<file path="config.mk">
export PLATFORM = sky130hd
export DESIGN_NAME = fetch_prefetch_queue_flat
export DESIGN_NICKNAME = d
export VERILOG_FILES = /design/src/rtl/fetch_prefetch_queue_if.sv /design/src/rtl/fetch_prefetch_queue.sv /design/src/flat_wrapper.sv
export SDC_FILE = /design/constraint.sdc
export NUM_CORES = 1
export LEC_CHECK = 0
export BUFFER_PORTS_ARGS = -buffer_cell sky130_fd_sc_hd__buf_2
export CAP_MARGIN = 30
export CORE_MARGIN = 1
export CORE_UTILIZATION = 60
export CTS_CLUSTER_DIAMETER = 80
export DETAILED_ROUTE_END_ITERATION = 10
export PLACE_DENSITY = 0.92
export REMOVE_ABC_BUFFERS = 1
export SETUP_SLACK_MARGIN = 0.15
export SKIP_CTS_REPAIR_TIMING = 1
export SYNTH_ARGS = -nofsm -noshare
export SYNTH_HDL_FRONTEND = slang
export SYNTH_SLANG_ARGS = --single-unit
export TNS_END_PERCENT = 30
</file>
<file path="constraint.sdc">
create_clock -name clk -period 17.27 [get_ports clk]
set_input_delay 4.3175 -clock clk [delete_from_list [all_inputs] [get_ports clk]]
set_output_delay 4.3175 -clock clk [all_outputs]
set_load 0.02 [all_outputs]
</file>
<file path="src/rtl/fetch_prefetch_queue_if.sv">
// fetch_prefetch_queue_if: cache request/response and decode-side bundle of the fetch stage
interface fetch_prefetch_queue_if #(
  parameter int XLEN = 32,
  parameter int DEPTH = 4
);
  logic addr_ready;
  logic [XLEN-1:0] addr;
  logic cache_ack;
  logic [XLEN-1:0] inst;
  logic stall;
  logic jal;
  logic branch;
  logic [XLEN-1:0] j_target;
  logic [XLEN-1:0] b_target;
  logic [XLEN-1:0] final_pc;
  logic [XLEN-1:0] final_inst;
  logic final_valid;
  logic [$clog2(DEPTH+1)-1:0] occupancy;
  modport master (
    output addr_ready, addr, final_pc, final_inst, final_valid, occupancy,
    input cache_ack, inst, stall, jal, branch, j_target, b_target
  );
  modport slave (
    input addr_ready, addr, final_pc, final_inst, final_valid, occupancy,
    output cache_ack, inst, stall, jal, branch, j_target, b_target
  );
endinterface

</file>
<file path="src/rtl/fetch_prefetch_queue.sv">
// fetch_prefetch_queue: single-outstanding instruction fetch with prefetch FIFO, redirects and bubbles
module fetch_prefetch_queue #(
  parameter int XLEN = 32,
  parameter int DEPTH = 4,
  parameter logic [XLEN-1:0] RESET_PC = '0,
  parameter logic [XLEN-1:0] NOP = 'h13
) (
  input  logic clk,
  input  logic rst_n,
  fetch_prefetch_queue_if.master bus
);
  localparam int AW = $clog2(DEPTH);
  localparam int OW = $clog2(DEPTH+1);
  typedef enum logic [1:0] {IDLE, BUSY, DISCARD} state_t;
  state_t state, state_n;
  logic [XLEN-1:0] fpc, fpc_n, req_pc, req_pc_n, tgt, tgt_n, rtarget, dpc;
  logic [2*XLEN-1:0] mem [DEPTH];
  logic [AW-1:0] wp, rp;
  logic [OW-1:0] occ;
  logic redir, issue, deliver, bypass, push, pop;
  always_comb begin
    redir = bus.jal | bus.branch;
    rtarget = bus.jal ? bus.j_target : bus.b_target;
    issue = state == IDLE && (redir || occ < OW'(DEPTH));
    dpc = state == IDLE ? (redir ? rtarget : fpc) : req_pc;
    deliver = bus.cache_ack && (issue || (state == BUSY && !redir));
    // a redirect empties the FIFO this cycle, so a same-cycle hit may bypass even under stall
    bypass = deliver && (redir || (!bus.stall && occ == '0));
    push = deliver && !bypass;
    pop = !redir && !bus.stall && occ != '0;
    bus.addr_ready = issue;
    bus.addr = issue ? dpc : '0;
    state_n = state == IDLE ? (issue && !bus.cache_ack ? BUSY : IDLE)
            : bus.cache_ack ? IDLE : redir ? DISCARD : state;
    tgt_n = state != IDLE && redir ? rtarget : tgt;
    req_pc_n = issue ? dpc : req_pc;
    fpc_n = deliver ? dpc + XLEN'(4)
          : state != IDLE && bus.cache_ack ? (redir ? rtarget : tgt) : fpc;
  end
  assign bus.occupancy = occ;
  always_ff @(posedge clk)
    if (push) mem[wp] <= {dpc, bus.inst};
  always_ff @(posedge clk)
    if (!rst_n) begin
      state <= IDLE;
      fpc <= RESET_PC;
      req_pc <= '0;
      tgt <= '0;
      wp <= '0;
      rp <= '0;
      occ <= '0;
      bus.final_pc <= RESET_PC - XLEN'(4);
      bus.final_inst <= NOP;
      bus.final_valid <= 1'b0;
    end else begin
      state <= state_n;
      fpc <= fpc_n;
      req_pc <= req_pc_n;
      tgt <= tgt_n;
      wp <= redir ? '0 : wp + AW'(push);
      rp <= redir ? '0 : rp + AW'(pop);
      occ <= redir ? '0 : occ + OW'(push) - OW'(pop);
      if (redir || !bus.stall) begin
        bus.final_valid <= bypass || pop;
        bus.final_pc <= bypass ? dpc : pop ? mem[rp][2*XLEN-1:XLEN] : bus.final_pc;
        bus.final_inst <= bypass ? bus.inst : pop ? mem[rp][XLEN-1:0] : NOP;
      end
    end
  always_ff @(posedge clk)
    if (rst_n) assert (!(push && occ == OW'(DEPTH)));
endmodule

</file>
<file path="src/flat_wrapper.sv">
// flat-port wrapper written by rule: the top's interface ports become plain ports
module fetch_prefetch_queue_flat 
#(
  parameter int XLEN = 32,
  parameter int DEPTH = 4,
  parameter logic [XLEN-1:0] RESET_PC = '0,
  parameter logic [XLEN-1:0] NOP = 'h13
)
  (clk, rst_n, bus_addr_ready, bus_addr, bus_final_pc, bus_final_inst, bus_final_valid, bus_occupancy, bus_cache_ack, bus_inst, bus_stall, bus_jal, bus_branch, bus_j_target, bus_b_target);
  fetch_prefetch_queue_if #(.XLEN(XLEN), .DEPTH(DEPTH)) bus_i ();
  input  logic clk;
  input  logic rst_n;
  output wire logic [$bits(bus_i.addr_ready)-1:0] bus_addr_ready;
  output wire logic [$bits(bus_i.addr)-1:0] bus_addr;
  output wire logic [$bits(bus_i.final_pc)-1:0] bus_final_pc;
  output wire logic [$bits(bus_i.final_inst)-1:0] bus_final_inst;
  output wire logic [$bits(bus_i.final_valid)-1:0] bus_final_valid;
  output wire logic [$bits(bus_i.occupancy)-1:0] bus_occupancy;
  input wire logic [$bits(bus_i.cache_ack)-1:0] bus_cache_ack;
  input wire logic [$bits(bus_i.inst)-1:0] bus_inst;
  input wire logic [$bits(bus_i.stall)-1:0] bus_stall;
  input wire logic [$bits(bus_i.jal)-1:0] bus_jal;
  input wire logic [$bits(bus_i.branch)-1:0] bus_branch;
  input wire logic [$bits(bus_i.j_target)-1:0] bus_j_target;
  input wire logic [$bits(bus_i.b_target)-1:0] bus_b_target;
  assign bus_addr_ready = bus_i.addr_ready;
  assign bus_addr = bus_i.addr;
  assign bus_final_pc = bus_i.final_pc;
  assign bus_final_inst = bus_i.final_inst;
  assign bus_final_valid = bus_i.final_valid;
  assign bus_occupancy = bus_i.occupancy;
  assign bus_i.cache_ack = bus_cache_ack;
  assign bus_i.inst = bus_inst;
  assign bus_i.stall = bus_stall;
  assign bus_i.jal = bus_jal;
  assign bus_i.branch = bus_branch;
  assign bus_i.j_target = bus_j_target;
  assign bus_i.b_target = bus_b_target;
  fetch_prefetch_queue #(.XLEN(XLEN), .DEPTH(DEPTH), .RESET_PC(RESET_PC), .NOP(NOP)) u_core (.clk(clk), .rst_n(rst_n), .bus(bus_i));
endmodule
</file>
# Yosys cells after proc, flatten, opt, wreduce, memory -nomap -nowiden
# Memory sizes are Yosys's and may differ from the RTL's. A register that Yosys moved wholly into a read port is not among the register bits.
# Cells that the tools add are included.
[totals]
elab_cells = 67
rom_bits = 0
latchBits = 0
regBits = 170
ramBits = 256
mem_count = 1
out_inout_bits = 101
inputBits = 102
[memory_table]
columns = ["memory", "words", "word_bits", "read_ports", "rd_clocked_by_memory_dff", "write_ports", "line_no", "text"]
rows = [
  ["u_core.mem", 4, 64, 1, 1, 1, "fetch_prefetch_queue.sv:17", "logic [2*XLEN-1:0] mem [DEPTH];"],
]
[classes]
mul = 0
addsub = 5
n_eq_ne = 1
n_shift = 0
magnitude_cmp = 1
muxes = 18
n_bitwise = 2
n_div = 0
n_reduce_logical = 29
[op_table]
columns = ["op", "n"]
rows = [
  ["32-bit two-way mux", 11],
  ["32-bit by 3-bit adder with 32-bit output (second input constant)", 1],
  ["1-bit logical AND", 11],
  ["2-bit two-way mux", 4],
  ["2-bit nonzero test", 3],
  ["3-bit nonzero test", 2],
  ["1-bit logical OR", 5],
  ["2-bit by 1-bit adder with 2-bit output", 2],
  ["1-bit zero test", 4],
  ["3-bit by 1-bit adder with 3-bit output", 1],
  ["3-bit zero test", 1],
  ["3-bit < comparator (second input constant)", 1],
  ["1-bit two-way mux", 3],
  ["3-bit by 1-bit subtractor with 3-bit output", 1],
  ["2-bit by 1-bit == test with 1-bit output (second input constant)", 1],
  ["2-bit zero test", 1],
  ["2-bit AND reduction", 1],
  ["2-bit OR reduction", 1],
  ["1-bit NOT", 1],
  ["1-bit OR", 1],
]

# Logic depth before layout (Yosys ltp)
# Gate-level depths: netlist (run 1).
[depth]
word_depth = 10
mapped_depth = 14
ltp_nobuf = 10

# Worst setup path before layout (run 1)
# Ideal clock, no wire load.
[synth_path]
kind = "input-to-reg"
startpoint = "in bus_branch"
endpoint = "mem u_core.mem[1][0] in the netlist's numbering, enable pin"
required_time_ns = 16.692
slack_ns = 6.182
setup_ns = 0.578
n_path_buf = 3
stages = 8
arrival_time_ns = 10.510
cell_sequence = "buf_6 > buf_2 > or2_1 > a211oi_1 > and2_1 > clkbuf_1 > o21ai_0 > nor3b_1"
[synth_between]
elab_chain_len = 10
word_cells_on_any_way = 13
cone_classes = "mux (2); bitwise (1); reduce/logical (10)"
[synth_lines]
columns = ["element", "line_no", "text"]
rows = [
  ["from (decl)", "flat_wrapper.sv:23", "input wire logic [$bits(bus_i.branch)-1:0] bus_branch;"],
  ["1-bit OR *", "fetch_prefetch_queue.sv:22", "redir = bus.jal | bus.branch;"],
  ["1-bit logical OR / 1-bit zero test (equally long branches)", "fetch_prefetch_queue.sv:24, fetch_prefetch_queue.sv:26", ""],
  ["1-bit logical AND (on tied branches)", "fetch_prefetch_queue.sv:24, fetch_prefetch_queue.sv:26", ""],
  ["1-bit logical OR", "fetch_prefetch_queue.sv:26", "deliver = bus.cache_ack && (issue || (state == BUSY && !redir));"],
  ["1-bit logical AND", "fetch_prefetch_queue.sv:26", ""],
  ["1-bit logical AND", "fetch_prefetch_queue.sv:28", "bypass = deliver && (redir || (!bus.stall && occ == '0));"],
  ["1-bit zero test", "fetch_prefetch_queue.sv:29", "push = deliver && !bypass;"],
  ["1-bit logical AND *", "fetch_prefetch_queue.sv:29", ""],
  ["1-bit two-way mux *", "fetch_prefetch_queue.sv:42", "if (push) mem[wp] <= {dpc, bus.inst};"],
  ["1-bit two-way mux (not written as such) *", "fetch_prefetch_queue.sv:42", ""],
  ["to (decl)", "fetch_prefetch_queue.sv:17", ""],
]
# Every way passes the cells marked *; elsewhere a longest branch is shown, timed or not.

# Final worst setup path (run 1)
[layout_path]
startpoint = "in bus_branch"
endpoint = "out bus_addr[2]"
[layout_between]
elab_chain_len = 4
word_cells_on_any_way = 6
cone_classes = "mux (3); bitwise (1); reduce/logical (2)"
[layout_lines]
columns = ["element", "line_no", "text"]
rows = [
  ["1-bit OR *", "fetch_prefetch_queue.sv:22", ""],
  ["32-bit two-way mux / 1-bit logical OR (equally long branches)", "fetch_prefetch_queue.sv:25, fetch_prefetch_queue.sv:24", ""],
  ["32-bit two-way mux / 1-bit logical AND (equally long branches)", "fetch_prefetch_queue.sv:25, fetch_prefetch_queue.sv:24", ""],
  ["32-bit two-way mux *", "fetch_prefetch_queue.sv:32", "bus.addr = issue ? dpc : '0;"],
  ["to (decl)", "flat_wrapper.sv:14", "output wire logic [$bits(bus_i.addr)-1:0] bus_addr;"],
]
# Marks and branches as above.

==> impl_metrics.csv, run 1 <==
group,metric,value,unit
placement,portBuffers,202,
grt,grt_max_degree,81,
power_and_ir_drop,power.leakage,7.878,nW
power_and_ir_drop,p_sw,0.0005935,W
timing,rsz0062_at_grt,"no",
timing,fin_skew,0.01439,ns
routing,firstDrtPassIters,5,
cells_and_area,fill_cells,2052,
timing,timing.final.crit_share,70.26,%
timing,slew_headroom,34.03,%
die,rows,64,
power_and_ir_drop,p_sw_share,24.80,%
die,start_util,60.91,%
yosys,synth_area,0.01858,mm^2
status,outcome,"complete, no violations",
cells_and_area,seq_area,0.01110,mm^2
yosys,ys_async_sr_fraction,0,%
timing,setup_viol,0,
routing,wl,47090,um
yosys,ys_ff_latch,426,
timing,period_needed,12.13,ns
yosys,synthFlopType,"edfxtp_1",
routing,drc,0,
yosys,syn_avg_cell_area,11.97,um^2
power_and_ir_drop,seq_power_share,47.6,%
power_and_ir_drop,p_comb_share,11.6,%
placement,placed_area,0.01990,mm^2
flow_run,maxCapViolCount,0,
power_and_ir_drop,p_int,0.001800,W
clock_network,cts_buffer_depth,3,
timing,tightest_slew,0.9896,ns
grt,antenna_found_initial,4,
clock_network,tritoncts,"built",
grt,grt_first_pass_wirelength,72750,um
grt,grt_pass1_vias,13430,
clock_network,clk_pin_slew,0.06,ns
critical_path,worstPathRequired,12.95,ns
yosys,synth_cell_types,68,
timing,finalMaxSlewViolations,0,
cells_and_area,layout-drive-gt1-share,22.88,%
timing,max_freq,0.08241,GHz
power_and_ir_drop,ir_drop,82.10,uV
yosys,synth-edff-count,256,
die,die-width,178.0,um
cells_and_area,area_growth,15.56,%
cells_and_area,nets,1821,
power_and_ir_drop,power_frac_clock,40.8,%
routing,vias,13600,
cells_and_area,multi_input_area,0.006937,mm^2
routing,ant_nets,0,
routing,wl_per_cell,21.92,um
cells_and_area,design_area,0.02148,mm^2
placement,globalplace.congestion,0.8436,
critical_path,cp-end-kind,"output pin",
die,die_area,0.03168,mm^2
clock_network,htree_num_levels,2,
yosys,seq_area_frac_synth,59.68,%
timing,finalSetupTns,0,ns
timing,finalHoldViolations,0,
routing,drt_iter0_markers,1381,
power_and_ir_drop,power.density,111.4,mW/mm^2
routing,vias_per_cell,6.331,
critical_path,path_max_fanout,80,
min_path,hp-class,"reg2reg",
grt,grt.overflow.total,0,
critical_path,path_class,"in2out",
clock_network,cts_buffers,43,
die,ioPinCount,203,
grt,grt_util_all_layers,29.99,%
yosys,yosysWarnings,0,
clock_network,clock_sink_count,426,
die,die_h,178.0,um
clock_network,clk_latency,0.54,ns
placement,dp_hpwl,29060,um
critical_path,worst_ep_arrival_time,7.82,ns
yosys,syn_inst,1553,
critical_path,start_kind,"input port",
die,core_area,0.03051,mm^2
clock_network,cts-root-buf,"clkbuf_16",
==> power by group through the flow <==
stage | Clock (W) | Sequential [W] | Combinational, W
2_1_floorplan | 0 | 0.00117 | 0.000156
3_3_place_gp | 0 | 0.00116 | 0.000260
3_5_place_dp | 0 | 0.00116 | 0.000271
4_1_cts | 0.000986 | 0.00114 | 0.000274
5_1_grt | 0.00103 | 0.00114 | 0.000300
6_report | 0.000977 | 0.00114 | 0.000277
==> state kept, by name, indices dropped and copies added, names as in the netlist <==
| signal | flops |
|---|---|
| u_core.mem | 256 |
| u_core.wp | 2 |
| u_core.fpc | 32 |
| u_core.rp | 2 |
| u_core.state | 2 |
| u_core.req_pc | 32 |
| u_core.bus.final_pc | 32 |
| u_core.bus.occupancy | 3 |
| u_core.tgt | 32 |
| u_core.bus.final_valid | 1 |
| u_core.bus.final_inst | 32 |
==> critical path, stage by stage <==
cell,delay (ns)
buf_2,0.09
buf_4,0.37
nor2_1,0.76
nand2_1,0.52
nand2_2,0.65
buf_4,0.42
inv_1,0.25
nand2_1,0.18
inv_1,0.05
buf_2,0.15
==> per-layer routing <==
metal | vias up | track usage [%] | share of wire, %
li1 | 6121 | - | -
met1 | 6633 | 38.68 | 38
met2 | 718 | 50.75 | 49
met3 | 125 | 5.179 | 9.1
met4 | 2 | 11.36 | 3.3
met5 | - | 0 | 0.017
==> cell usage after synthesis (all sizes together) (4+ instances only) <==
cell type | number | share of area (%)
inv | 36 | 0.73
buf | 39 | 1.1
nor4b | 4 | 0.35
nor2b | 37 | 1.2
o221ai | 4 | 0.19
nor2 | 132 | 2.7
nand2b | 28 | 0.94
nand2 | 139 | 2.8
nor3 | 31 | 0.86
a211oi | 43 | 1.7
dfxtp | 170 | 18
xnor2 | 21 | 0.99
a21o | 16 | 0.65
ha | 5 | 0.34
a21oi | 120 | 3.3
a31oi | 6 | 0.20
a311oi | 18 | 0.85
a21boi | 9 | 0.36
o21a | 8 | 0.32
o211ai | 45 | 1.8
o21ai | 74 | 2.0
a221oi | 16 | 0.75
nand3b | 4 | 0.16
nand4 | 5 | 0.17
clkbuf | 77 | 1.6
nand3 | 34 | 0.94
mux4 | 64 | 7.8
o311ai | 5 | 0.28
and2 | 7 | 0.24
edfxtp | 256 | 41
and3 | 15 | 0.50
mux2i | 48 | 2.6
or2 | 4 | 0.15
xor2 | 7 | 0.33
o22ai | 5 | 0.17
==> per-stage QoR <==
stage                     worst slack, ns  power, W  hold WS (ns)  utilization [%]  cells
after global placement              5.436  0.001418        0.4376            65.12   2060
after CTS                           5.269  0.002398        0.4695            70.20   2142
after floorplan                     5.638  0.001327        0.4273                -   1437
after detailed placement            5.283  0.001430        0.4610            65.24   2062
final                               5.136  0.002393        0.4638            70.39   2148
after global routing                5.012  0.002468        0.4944            70.36   2144
==> layout make-up <==
cell class	count	share of cell area, %
antenna	4	0.04661
clock buffer	62	6.082
clock inverter	18	0.9730
inverter	36	0.6351
multi-input combinational	975	32.30
sequential	426	51.68
tap	396	2.307
timing repair buffer	231	5.978
==> worst paths after layout <==
check / from / to / slack [ns] / cells past startpoint
worst max-delay path: bus_branch / bus_addr[2] / 5.14 / 10
worst min-delay path: u_core.bus.final_valid / u_core.bus.final_valid / 0.46 / 2
worst max register to register: u_core.state[0] / u_core.mem[2][26] / 13.37 / 9
worst min register to register: u_core.bus.final_valid / u_core.bus.final_valid / 0.46 / 2
==> logic make-up after synthesis <==
group                      Yosys count  share of synthesized area (%)
AOI/OAI and AO/OA                  380                          13.32
DFF                                426                          59.68
and+or+nand+nor                    447                          11.44
xor gates and xnor gates            28                          1.320
adders and majority gates            6                         0.4444
muxes                              114                          10.46
buffers and inverters              152                          3.333
==> placed cells by master (no fill, tap or decap), types with 14 or more instances in the layout <==
| cell type | instances |
|---|---|
| o211ai_1 | 44 |
| clkbuf_16 | 47 |
| dfxtp_1 | 168 |
| buf_4 | 27 |
| a21o_1 | 16 |
| a21oi_1 | 119 |
| nor2_1 | 126 |
| mux2i_1 | 48 |
| and3_1 | 14 |
| nand3_1 | 33 |
| xnor2_1 | 21 |
| nor2b_1 | 37 |
| a221oi_1 | 16 |
| a211oi_1 | 43 |
| nand2_1 | 137 |
| nand2b_1 | 28 |
| nor3_1 | 29 |
| mux4_2 | 64 |
| o21ai_0 | 66 |
| inv_1 | 34 |
| a311oi_1 | 18 |
| buf_2 | 201 |
| edfxtp_1 | 256 |
(Power assumes the default switching activity.)
==> run 2, diff against run 1 <==
Settings changed: ABC_AREA from default to 1, CORE_UTILIZATION 60 to 59, PLACE_DENSITY 0.92 to 0.91.
Clock period 17.27 ns to 12.6 ns, I/O delays scaled along.
==> run 2 against run 1 <==
Die area is 3.8% higher. First-iteration DRC count increased by 65%. Clock-buffer cell count down 4. Final cell count increased by 24%. Critical path depth fell by 1. Total power grew 41%. Synthesized area increased by 2.1%. Hold slack got worse by 0.015 ns. Clock power grew 43%. Sequential share of layout area is 0.71 points lower. Global-route usage is 1.0 points higher. Synthesized cell count up 34%.
==> impl_metrics.csv, run 2 <==
group,metric,value,unit
critical_path,path_max_fanout,57,
die,core_area,0.03156,mm^2
grt,grt_util_all_layers,30.99,%
timing,finalMaxSlewViolations,0,
routing,wl_per_cell,19.32,um
cells_and_area,largest_register,"u_core.mem",
timing,fin_skew,0.03324,ns
timing,finalSetupTns,0,ns
cells_and_area,seq_area,0.01109,mm^2
flow_run,maxCapViolCount,0,
grt,grt.overflow.total,0,
critical_path,worstPathRequired,9.45,ns
yosys,ys_ff_latch,426,
yosys,synth_top_area_share,40.53,%
routing,firstDrtPassIters,7,
cells_and_area,layout-drive-gt1-share,17.48,%
yosys,seq_area_frac_synth,58.47,%
placement,portBuffers,202,
grt,grt_first_pass_wirelength,80310,um
yosys,ys_async_sr_fraction,0,%
timing,period_needed,9.163,ns
cells_and_area,diodes,0,
yosys,synth_top_cell_by_area,"edfxtp_1",
critical_path,reg2reg_depth,18,
cells_and_area,fill_cells,2280,
yosys,synth_area,0.01897,mm^2
yosys,synth.most_common_cell,"nand2_1",
critical_path,path_class,"in2out",
clock_network,cts_buffer_depth,3,
die,start_util,60.11,%
cells_and_area,final_cell_mix,"nand2_1 (455), edfxtp_1 (256), nor2_1 (225)",
timing,setup_viol,0,
clock_network,clk_latency,0.55,ns
die,die-width,181.3,um
routing,drc,0,
critical_path,cp-end-kind,"output pin",
clock_network,clk_pin_slew,0.06,ns
cells_and_area,multi_input_area,0.006783,mm^2
timing,timing.final.crit_share,72.72,%
placement,globalplace.congestion,0.9928,
timing,slew_headroom,32.34,%
routing,ant_nets,0,
yosys,ys_top_cells_by_area,"edfxtp_1 (41%), dfxtp_1 (18%), nand2_1 (9.0%), o21ai_0 (5.1%), a21oi_1 (4.7%)",
cells_and_area,final_common_cell,"nand2_1",
yosys,synth_cell_types,44,
timing,max_freq,0.1091,GHz
routing,wl,51530,um
clock_network,tritoncts,"built",
critical_path,start_kind,"input port",
cells_and_area,nets,2337,
min_path,hold_depth,2,
yosys,synthFlopType,"edfxtp_1",
clock_network,htree_num_levels,2,
grt,grt_max_degree,104,
yosys,synth_common_cells,"nand2_1 (457), edfxtp_1 (256), nor2_1 (225)",
cells_and_area,largest_reg_flops,256,
status,outcome,"complete, no violations",
clock_network,cts-root-buf,"clkbuf_16",
yosys,synth-edff-count,256,
die,die_h,181.3,um
routing,drt_iter0_markers,2283,
clock_network,cts_buffers,44,
yosys,syn_inst,2085,
die,die_area,0.03287,mm^2
yosys,yosysWarnings,0,
die,rows,65,
grt,antenna_found_initial,0,
critical_path,worst_ep_arrival_time,6.01,ns
placement,dp_hpwl,30920,um
routing,vias,16250,
grt,grt_pass1_vias,15310,
routing,vias_per_cell,6.093,
power_and_ir_drop,power.leakage,8.745,nW
power_and_ir_drop,ir_drop,100.6,uV
timing,rsz0062_at_grt,"no",
timing,finalHoldViolations,0,
yosys,syn_avg_cell_area,9.098,um^2
cells_and_area,area_growth,14.74,%
power_and_ir_drop,p_total,0.003367,W
clock_network,clock_sink_count,426,
die,ioPinCount,203,
timing,tightest_slew,1.015,ns
power_and_ir_drop,power.density,154.7,mW/mm^2
min_path,hp-class,"reg2reg",
## run 2: report_power, final
group | leakage [nW] | internal, W | switching (W)
registers | 3.71 | 0.00153 | 0.0000247
logic | 4.26 | 0.000116 | 0.000296
clock network | 0.777 | 0.000855 | 0.000542
total | 8.75 | 0.00250 | 0.000863
## run 2: layer usage
metal / part of all wire [%] / track usage (%)
met5: 0 / 0
met4: 3.4 / 12.27
met3: 11 / 4.858
met2: 48 / 51.37
met1: 38 / 40.92
## run 2: layout make-up
class	instances	area share (%)
well taps	402	2.311
clock inverters	24	1.420
multi-input cells	1396	31.16
flip-flops and latches	426	50.97
repair buffers	229	6.036
inverters	132	2.276
clock buffers	58	5.823
## run 2: path summary, 6_finish.rpt
path | slack (ns) | end | start
max | 3.44 | bus_addr[24] | bus_jal
min reg2reg | 0.45 | u_core.tgt[31] | u_core.tgt[31]
max reg2reg | 7.34 | u_core.bus.final_pc[1] | u_core.state[0]
min | 0.45 | u_core.tgt[31] | u_core.tgt[31]
## run 2: kinds of logic (layout without fill, tap and decap cells)
logic type               after synthesis  count (layout)  share of synthesized area (%)
AND/OR/NAND/NOR                      838             838                          18.37
AO/OA/AOI/OAI                        538             538                          16.14
flip-flops                           426             426                          58.47
buffers and inverters                263             443                          5.930
XOR/XNOR                              12              12                         0.5540
adder cells (fa/ha/maj)                6               6                         0.4353
multiplexers                           2               2                         0.1055
## run 2: worst max-delay path: stages
cell,delay (ns)
buf_2,0.09
buf_4,0.25
nor2_8,0.73
inv_2,0.62
nand2_1,0.31
nand2_1,0.08
o21ai_0,0.33
nor2_1,0.16
buf_2,0.22
## run 2: through the flow
stage                     cells  hold slack (ns)  setup WS (ns)  instance area, um^2  utilization, %
after global placement     2579           0.4338          3.689                20050           63.53
after CTS                  2663           0.4511          3.558                21680           68.70
final                      2667           0.4490          3.437                21770           68.98
after detailed placement   2581           0.4388          3.583                20100           63.70
after floorplan            1954           0.4239          2.311                18340               -
after global routing       2667           0.4756          3.286                21770           68.98
==> run 3, diff against run 2 <==
Settings changed: ABC_AREA 1 to 0, CORE_UTILIZATION 59 to 53, PLACE_DENSITY 0.91 to 0.87.
Clock period 12.6 ns to 8 ns, I/O delays scaled along.
==> run 3 against run 2 <==
Sequential power grew 58%. Clock power rose by 53%. Clock skew decreased by 0.014 ns. First-iteration DRC count shrank 51%. Wire length shrank 5.9%. Via count fell by 16%. Core utilization fell by 6.5 points.
==> impl_metrics.csv, run 3 (synthesis gave the netlist of run 1 again) <==
group,metric,value,unit
status,outcome,"complete, no violations",
timing,finalMaxSlewViolations,0,
clock_network,cts_buffers,44,
timing,fin_skew,0.01892,ns
power_and_ir_drop,ir_drop,189.1,uV
routing,ant_nets,0,
clock_network,cts-root-buf,"clkbuf_16",
cells_and_area,final_cell_mix,"edfxtp_1 (256), buf_2 (201), dfxtp_1 (168)",
routing,drc,0,
die,die-width,189.3,um
cells_and_area,largest_register,"u_core.mem",
clock_network,clk_latency,0.55,ns
grt,grt_util_all_layers,26.92,%
routing,vias,13590,
die,ioPinCount,203,
flow_run,maxCapViolCount,0,
routing,firstDrtPassIters,5,
timing,slew_headroom,34.78,%
die,rows,68,
timing,finalHoldViolations,0,
clock_network,cts_buffer_depth,3,
die,start_util,53.80,%
cells_and_area,largest_reg_flops,256,
grt,grt_max_degree,75,
die,core_area,0.03454,mm^2
cells_and_area,nets,1823,
critical_path,cpPeakStageDelay,0.43,ns
power_and_ir_drop,p_total,0.005208,W
routing,wl,48510,um
clock_network,tritoncts,"built",
grt,grt.overflow.total,0,
cells_and_area,final_common_cell,"edfxtp_1",
timing,tightest_slew,0.9748,ns
min_path,hp-start,"u_core.req_pc[2]",
min_path,hp-class,"reg2reg",
placement,globalplace.congestion,0.8127,
critical_path,cp-end-kind,"output pin",
critical_path,worst_ep_arrival_time,4.38,ns
clock_network,htree_num_levels,2,
cells_and_area,area_growth,16.12,%
critical_path,reg2reg_from,"u_core.state[0]",
timing,period_needed,6.384,ns
timing,rsz0062_at_grt,"no",
clock_network,clock_sink_count,426,
die,die_h,189.3,um
timing,max_freq,0.1566,GHz
critical_path,start_kind,"input port",
timing,timing.final.crit_share,79.80,%
critical_path,cp-startpoint,"bus_branch",
power_and_ir_drop,power.leakage,7.882,nW
critical_path,path_class,"in2out",
placement,dp_hpwl,30380,um
critical_path,crit_chain,"buf_2, buf_4, nor2_1, buf_4, nand2_1, nand2_2, buf_4, a21oi_1, buf_2",
grt,grt_first_pass_wirelength,74030,um
placement,portBuffers,202,
critical_path,cp_common_cell,"buf_4",
cells_and_area,utilization,62.47,%
routing,drt_iter0_markers,1115,
timing,setup_viol,0,
critical_path,path_max_fanout,30,
critical_path,crit_slowest_cell,"nand2_2",
power_and_ir_drop,power.density,241.3,mW/mm^2
die,die_area,0.03582,mm^2
cells_and_area,fill_cells,2595,
routing,vias_per_cell,6.145,
placement,placed_area,0.02002,mm^2
cells_and_area,design_area,0.02158,mm^2
routing,wl_per_cell,21.94,um
clock_network,clk_pin_slew,0.06,ns
cells_and_area,layout-drive-gt1-share,22.67,%
grt,antenna_found_initial,5,
critical_path,worstPathRequired,6.00,ns
grt,grt_pass1_vias,13240,
[run 3: cell types whose count changed in the layout (fill, tap and decap cells not counted), sizes merged, moves of 66 or more]
cell / previous run / this run
nor2: 240 / 132
nand3: 100 / 34
inv: 133 / 37
a21oi: 204 / 120
nand2: 475 / 139
o21ai: 231 / 74
[run 3: area by class of cell]
type / instances / area, um^2 / share of cell area, %
timing repair buffer: 232 / 1319 / 6.111
clock inverter: 29 / 374.1 / 1.734
antenna: 5 / 12.51 / 0.05798
clock buffer: 53 / 1135 / 5.259
inverter: 36 / 136.4 / 0.6320
tap: 455 / 569.3 / 2.638
multi-input combinational: 975 / 6937 / 32.14
sequential: 426 / 11100 / 51.43
[run 3: per-stage QoR]
stage	hold slack (ns)	cells	setup WS, ns	setup TNS [ns]
finish	0.4585	2211	1.616	0
global route	0.4679	2207	1.555	0
CTS	0.4546	2204	1.705	0
detailed placement	0.4465	2122	1.710	0
global placement	0.4373	2118	1.800	0
floorplan	0.4273	1437	-1.315	-146.67
[run 3: path summary, 6_finish.rpt]
path	slack, ns	depth (start not counted)	endpoint
max	1.62	9	bus_addr[21]
min reg2reg	0.46	2	u_core.req_pc[2]
max reg2reg	4.21	9	u_core.fpc[30]
min	0.46	2	u_core.req_pc[2]
[run 3: critical path: cells and delay by family]
family / cells / cell delay (ns)
AOI/OAI and AO/OA: 1 / 0.22
buffers and inverters: 5 / 1.20
and+or+nand+nor: 3 / 0.91
[run 3: report_power, final]
group | total (W) | switching [W] | leakage (nW) | internal, W
combinational | 0.000606 | 0.000407 | 3.42 | 0.000199
sequential | 0.00246 | 0.0000409 | 3.72 | 0.00242
clock | 0.00214 | 0.000864 | 0.740 | 0.00128
[run 3: metal layers]
| metal | global-route usage (%) | up-vias | wire length (um) |
|---|---|---|---|
| met5 | 0.5495 | - | 0 |
| li1 | - | 6138 | - |
| met3 | 4.819 | 99 | 4491 |
| met1 | 34.69 | 6642 | 19170 |
| met2 | 45.55 | 708 | 23280 |
| met4 | 9.708 | 0 | 1566 |
